File: config.mk
export PLATFORM = sky130hd
export DESIGN_NAME = facelet_sequencer_flat
export DESIGN_NICKNAME = d
export VERILOG_FILES = /design/src/rtl/cube_pkg.sv /design/src/rtl/facelet_sequencer_if.sv /design/src/rtl/facelet_store.sv /design/src/rtl/facelet_sequencer.sv /design/src/flat_wrapper.sv
export SDC_FILE = /design/constraint.sdc
export NUM_CORES = 2
export LEC_CHECK = 0
export BUFFER_PORTS_ARGS = -buffer_cell sky130_fd_sc_hd__buf_2
export CAP_MARGIN = 20
export CORE_ASPECT_RATIO = 1.75
export CORE_MARGIN = 3
export CORE_UTILIZATION = 30
export DETAILED_ROUTE_END_ITERATION = 16
export PLACE_DENSITY = 0.46
export SYNTH_ARGS = -nofsm -noshare
export SYNTH_HDL_FRONTEND = slang
export SYNTH_SLANG_ARGS = --single-unit
File: constraint.sdc
create_clock -name frame_clk -period 61.5 [get_ports frame_clk]
set_input_delay 6.15 -clock frame_clk [delete_from_list [all_inputs] [get_ports frame_clk]]
set_output_delay 6.15 -clock frame_clk [all_outputs]
set_load 0.01 [all_outputs]
File: src/rtl/cube_pkg.sv
// Shared cube constants, face ordering and colour type used by the facelet
// sequencer and the downstream cube-map stage.
package cube_pkg;
  localparam int NUM_FACES = 6;
  localparam int STICKERS  = 9;
  localparam int FACELETS  = NUM_FACES * STICKERS;
  localparam int COLOR_W   = 30;

  typedef logic [COLOR_W-1:0] color_t;

  localparam color_t RESET_COLOR = 30'h3FFF_FFFF;

  typedef enum logic [2:0] {
    FACE_U = 3'd0,
    FACE_D = 3'd1,
    FACE_B = 3'd2,
    FACE_F = 3'd3,
    FACE_L = 3'd4,
    FACE_R = 3'd5
  } face_t;

  // First entry of each face; avoids a face*9 multiplier.
  localparam logic [NUM_FACES-1:0][6:0] FACE_BASE = {7'd45, 7'd36, 7'd27, 7'd18, 7'd9, 7'd0};

  function automatic logic face_legal(input logic [2:0] code);
    return (code <= 3'd5);
  endfunction

  function automatic logic [6:0] entry_addr(input face_t face, input logic [3:0] sticker);
    return FACE_BASE[face] + {3'b000, sticker};
  endfunction
endpackage

File: src/rtl/facelet_sequencer_if.sv
// Sticker capture stream between the colour-sampling stage (master) and the
// facelet sequencer (slave).
interface facelet_sequencer_if;
  import cube_pkg::*;

  logic        cap_start;
  logic [2:0]  cap_face;
  logic        cap_valid;
  color_t      cap_color;
  logic        cap_ready;
  logic        face_done;
  logic        cap_err;

  modport master (
    output cap_start, cap_face, cap_valid, cap_color,
    input  cap_ready, face_done, cap_err
  );

  modport slave (
    input  cap_start, cap_face, cap_valid, cap_color,
    output cap_ready, face_done, cap_err
  );
endinterface

File: src/rtl/facelet_store.sv
// 54-entry colour register file: one synchronous write port, one
// combinational read port, all entries cleared to RESET_COLOR on reset.
module facelet_store
  import cube_pkg::*;
(
  input  logic       frame_clk,
  input  logic       Reset,
  input  logic       we,
  input  logic [6:0] waddr,
  input  color_t     wdata,
  input  logic [6:0] raddr,
  output color_t     rdata
);
  color_t mem_r [FACELETS];

  // Entry storage with whole-array clear on reset.
  always_ff @(posedge frame_clk or posedge Reset) begin
    if (Reset) begin
      for (int i = 0; i < FACELETS; i++) begin
        mem_r[i] <= RESET_COLOR;
      end
    end else if (we && (waddr < 7'(FACELETS))) begin
      mem_r[waddr[5:0]] <= wdata;
    end
  end

  // Out-of-range reads return the reset colour rather than X.
  always_comb begin
    if (raddr < 7'(FACELETS)) begin
      rdata = mem_r[raddr[5:0]];
    end else begin
      rdata = RESET_COLOR;
    end
  end
endmodule

File: src/rtl/facelet_sequencer.sv
// Captures faces of sticker colours into the facelet store and continuously
// scans index/colour pairs out to the cube-map stage.
module facelet_sequencer
  import cube_pkg::*;
(
  input  logic                  frame_clk,
  input  logic                  Reset,
  input  logic                  scan_en,
  facelet_sequencer_if.slave    cap,
  output logic [NUM_FACES-1:0]  faces_valid,
  output logic [6:0]            index,
  output color_t                color_out,
  output logic                  busy
);
  typedef enum logic [1:0] {
    ST_IDLE    = 2'd0,
    ST_SCAN    = 2'd1,
    ST_CAPTURE = 2'd2
  } state_t;

  state_t                state_r;
  face_t                 face_r;
  logic [3:0]            count_r;
  logic [6:0]            index_r;
  color_t                color_r;
  logic [NUM_FACES-1:0]  faces_valid_r;
  logic                  cap_ready_r;
  logic                  face_done_r;
  logic                  cap_err_r;
  logic                  busy_r;

  logic                  we_s;
  logic [6:0]            waddr_s;
  logic [6:0]            next_index_s;
  color_t                rdata_s;
  logic                  start_legal_s;

  // Scan pointer wrap, write strobe and capture legality.
  always_comb begin
    next_index_s  = 7'd0;
    we_s          = 1'b0;
    waddr_s       = entry_addr(face_r, count_r);
    start_legal_s = cap.cap_start && face_legal(cap.cap_face);
    if (index_r == 7'(FACELETS - 1)) begin
      next_index_s = 7'd0;
    end else begin
      next_index_s = index_r + 7'd1;
    end
    if ((state_r == ST_CAPTURE) && cap.cap_valid && cap_ready_r) begin
      we_s = 1'b1;
    end else begin
      we_s = 1'b0;
    end
  end

  facelet_store u_store (
    .frame_clk (frame_clk),
    .Reset     (Reset),
    .we        (we_s),
    .waddr     (waddr_s),
    .wdata     (cap.cap_color),
    .raddr     (next_index_s),
    .rdata     (rdata_s)
  );

  // Control FSM with all outputs registered.
  always_ff @(posedge frame_clk or posedge Reset) begin
    if (Reset) begin
      state_r       <= ST_IDLE;
      face_r        <= FACE_U;
      count_r       <= 4'd0;
      index_r       <= 7'd0;
      color_r       <= RESET_COLOR;
      faces_valid_r <= {NUM_FACES{1'b0}};
      cap_ready_r   <= 1'b0;
      face_done_r   <= 1'b0;
      cap_err_r     <= 1'b0;
      busy_r        <= 1'b0;
    end else begin
      face_done_r <= 1'b0;
      cap_err_r   <= 1'b0;
      case (state_r)
        ST_IDLE: begin
          if (start_legal_s) begin
            state_r     <= ST_CAPTURE;
            face_r      <= face_t'(cap.cap_face);
            count_r     <= 4'd0;
            cap_ready_r <= 1'b1;
            busy_r      <= 1'b1;
          end else if (cap.cap_start) begin
            cap_err_r <= 1'b1;
          end else if (scan_en) begin
            state_r <= ST_SCAN;
          end else begin
            state_r <= ST_IDLE;
          end
        end
        ST_SCAN: begin
          if (start_legal_s) begin
            // Index pauses here and resumes from the same value after capture.
            state_r     <= ST_CAPTURE;
            face_r      <= face_t'(cap.cap_face);
            count_r     <= 4'd0;
            cap_ready_r <= 1'b1;
            busy_r      <= 1'b1;
          end else if (cap.cap_start) begin
            cap_err_r <= 1'b1;
            index_r   <= next_index_s;
            color_r   <= rdata_s;
          end else if (scan_en) begin
            index_r <= next_index_s;
            color_r <= rdata_s;
          end else begin
            state_r <= ST_IDLE;
          end
        end
        ST_CAPTURE: begin
          if (cap.cap_valid && cap_ready_r) begin
            if (count_r == 4'(STICKERS - 1)) begin
              count_r               <= 4'd0;
              face_done_r           <= 1'b1;
              faces_valid_r[face_r] <= 1'b1;
              cap_ready_r           <= 1'b0;
              busy_r                <= 1'b0;
              state_r               <= scan_en ? ST_SCAN : ST_IDLE;
            end else begin
              count_r <= count_r + 4'd1;
            end
          end else begin
            count_r <= count_r;
          end
        end
        default: begin
          state_r     <= ST_IDLE;
          cap_ready_r <= 1'b0;
          busy_r      <= 1'b0;
        end
      endcase
    end
  end

  assign cap.cap_ready = cap_ready_r;
  assign cap.face_done = face_done_r;
  assign cap.cap_err   = cap_err_r;
  assign faces_valid   = faces_valid_r;
  assign index         = index_r;
  assign color_out     = color_r;
  assign busy          = busy_r;
endmodule

File: src/flat_wrapper.sv
// flat-port wrapper written by rule: the top's interface ports become plain ports
module facelet_sequencer_flat import cube_pkg::*;
  (frame_clk, Reset, scan_en, faces_valid, index, color_out, busy, cap_cap_start, cap_cap_face, cap_cap_valid, cap_cap_color, cap_cap_ready, cap_face_done, cap_cap_err);
  facelet_sequencer_if cap_i ();
  input  logic frame_clk;
  input  logic Reset;
  input  logic scan_en;
  output logic [NUM_FACES-1:0] faces_valid;
  output logic [6:0] index;
  output color_t color_out;
  output logic busy;
  input wire logic [$bits(cap_i.cap_start)-1:0] cap_cap_start;
  input wire logic [$bits(cap_i.cap_face)-1:0] cap_cap_face;
  input wire logic [$bits(cap_i.cap_valid)-1:0] cap_cap_valid;
  input wire logic [$bits(cap_i.cap_color)-1:0] cap_cap_color;
  output wire logic [$bits(cap_i.cap_ready)-1:0] cap_cap_ready;
  output wire logic [$bits(cap_i.face_done)-1:0] cap_face_done;
  output wire logic [$bits(cap_i.cap_err)-1:0] cap_cap_err;
  assign cap_i.cap_start = cap_cap_start;
  assign cap_i.cap_face = cap_cap_face;
  assign cap_i.cap_valid = cap_cap_valid;
  assign cap_i.cap_color = cap_cap_color;
  assign cap_cap_ready = cap_i.cap_ready;
  assign cap_face_done = cap_i.face_done;
  assign cap_cap_err = cap_i.cap_err;
  facelet_sequencer u_core (.frame_clk(frame_clk), .Reset(Reset), .scan_en(scan_en), .cap(cap_i), .faces_valid(faces_valid), .index(index), .color_out(color_out), .busy(busy));
endmodule
==> metrics.cfg <==
[setup_path]
crit_path_end_kind = async pin
critPathArrivalTime_ns = 10.35
cp_max_fo = 176
slowest_stage = buf_4
max_stage_delay_ns = 0.90
crit_chain = buf_2 > inv_8 > buf_12 > buf_4 > buf_12 > buf_4
critical_path_class = input port to async pin
cp-start-kind = input port
required_ns = 62.42

[floorplan]
num_rows = 250
start_util_pct = 30.2
die_x_um = 397
pin_count = 85
coreArea_sq_mm = 0.266
die_area_sq_mm = 0.274
die_y_um = 690

[timing]
drv_slew = 0
setup_violations = 0
tns_ns = 0
hold_violations = 0
tightestPinTransition_ns = 1.18
grt_setup_unrepaired = no
worst_slack_ns = 52.07
slew_headroom_pct = 19.4
fin_crit_sh_pct = 15.3
finalCriticalPeriod_ns = 9.43
skew_ns = 0.0508
max_freq_ghz = 0.106

[grt]
grt_pass1_wl_um = 383000
antenna_found_initial = 15
grt_pass1_vias = 52403
grt-ovfl-total = 0
grt_max_degree = 177
grtUsageTotal_pct = 18.7

[route]
postRouteAntennaNets = 0
firstDrtPassIters = 5
wl_per_cell_um = 27.6
first_iter_violations = 2744
vias = 50147
vias_per_cell = 5.29
route.detailed.drc = 0
drt-total-wl_um = 262000

[yosys]
synth_area_sq_mm = 0.0803
ys_warn_count = 0
synth.yosys.seq_area_share_pct = 54.8
synth_cell_types = 86
postSynthNetCount = 6074
synth_edf_count = 0
synth_area_leaders = dfstp_2 54%, mux2_2 23%, mux4_2 4.2%
synth_top_area_share_pct = 54.0
ys_ff_latch = 1675
async_flop_share_pct = 100
yosys.area.top_type = dfstp_2
syn_area_per_cell_sq_um = 13.3
synth_flop_cell = dfstp_2
syn_inst = 6027

[cts]
htreeDepth = 4
ctsResizeCount = 0
clockBufferDepth = 4
cts.sinks = 1675
cts.reportedPaths.clkPinSlew_ns = 0.06
clock_latency_ns = 0.85
cts-root-buf = clkbuf_16
tritoncts = done
numCtsBuffers = 178
post_cts_buffers = 0
cts_hold_buf = 0

[place]
routabilityCongestion = 0.804
port_buffers = 84
dpl.hpwl_um = 158000
dp.cells = 9179
dp_slack_ns = 51.10

[power]
p_per_area_mw_per_mm2 = 51.7
max-vdd-ir-drop_mv = 0.0457
leakagePower_nw = 35.5

[layout]
area_growth_pct = 11.6
fill_cells = 26033
final_common_cell = mux2_2
fin_cells = 9482
layout.nets = 5883
final_core_util_pct = 33.7
drive_gt1_share_pct = 68.1
final_cell_mix = 1657 x mux2_2, 1650 x dfstp_2, 283 x o21ai_0, 237 x nand2_1, 236 x a21oi_1

[hold_path]
hold_path.class = register to register

[job]
maxCapViolCount = 0

[run_status]
status = complete, no violations

[critical path: cells and delay by family]
kind / cells / cell delay, ns
buffers and inverters: 6 / 3.68
[where the power goes]
part	internal, mW	total [mW]	switching [mW]
combinational	0.652	1.81	1.16
sequential	1.60	1.76	0.168
clock	0.599	1.06	0.457
total	2.85	4.63	1.78
[cells in the mapped netlist (all sizes together), types with 11 or more instances]
library cell and number:
a211oi 24, a21oi 240, a221oi 40, a22o 20, and2 11, buf 329
clkbuf 294, dfrtp 25, dfstp 1650, inv 15, mux2 1715, mux2i 112
mux4 149, nand2 265, nand2b 14, nand3 29, nand4 25, nor2 245
nor3 82, nor4 27, o211ai 98, o21a 19, o21ai 287, o22ai 128
o311ai 21
[through the flow]
stage / hold slack, ns / cell area (sq um) / total power, mW
floorplan: 0.460 / 80300 / 2.90
global placement: 0.440 / 84000 / 3.59
detailed placement: 0.439 / 84000 / 3.61
CTS: 0.457 / 89500 / 4.69
global route: 0.499 / 89600 / 4.87
finish: 0.453 / 89600 / 4.63
[worst paths after layout]
kind | from | end | slack (ns) | depth (start not counted)
setup / recovery | Reset | u_core.u_store.mem_r[1382] | 52.07 | 6
hold / removal | u_core.faces_valid[0] | u_core.faces_valid[0] | 0.45 | 1
setup reg to reg | u_core.index[0] | u_core.color_out[4] | 55.45 | 11
hold reg to reg | u_core.faces_valid[0] | u_core.faces_valid[0] | 0.45 | 1
max in group frame_clk | cap_cap_start | u_core.color_out[22] | 53.09 | 9
min in group asynchronous | Reset | u_core.faces_valid[0] | 5.43 | 2
[flip-flops by register name, summed over array words and instances, names as in the netlist, 2 cells and up]
register              cells
u_core.count_r            4
u_core.index              7
u_core.face_r             3
u_core.color_out         30
u_core.faces_valid        6
u_core.u_store.mem_r   1620
u_core.state_r            2
[cell families (layout without fill, tap and decap cells)]
logic type      Yosys count  count (layout)  share of synthesized area, %
compound gates          974             974                          7.58
simple gates            746             746                          4.16
fa+ha+maj                 9               9                         0.150
other cells               0               9                             0
buf+inv                 638             556                          3.53
flops                  1675            1675                          54.8
mux                    1976            1976                          29.6
xor+xnor                  9               9                         0.136
[layer usage]
layer | track usage [%] | part of all wire [%] | routed length (um) | vias to the layer above
met5 | 0 | 0.0076 | 20 | -
met4 | 5.54 | 2.9 | 7640 | 4
met3 | 2.10 | 3.3 | 8620 | 384
met2 | 33.5 | 52 | 136000 | 964
met1 | 23.4 | 42 | 110000 | 27256
li1 | - | - | - | 21539
[layout make-up]
type | instances | area (sq um) | share of cell area (%)
sequential | 1675 | 44000 | 49.1
multi-input combinational | 3714 | 33800 | 37.7
clock buffer | 262 | 5210 | 5.82
tap | 3528 | 4410 | 4.93
timing repair buffer | 252 | 1840 | 2.05
clock inverter | 27 | 264 | 0.295
inverter | 15 | 63.8 | 0.0712
antenna | 9 | 22.5 | 0.0251
(Power assumes the default switching activity.)
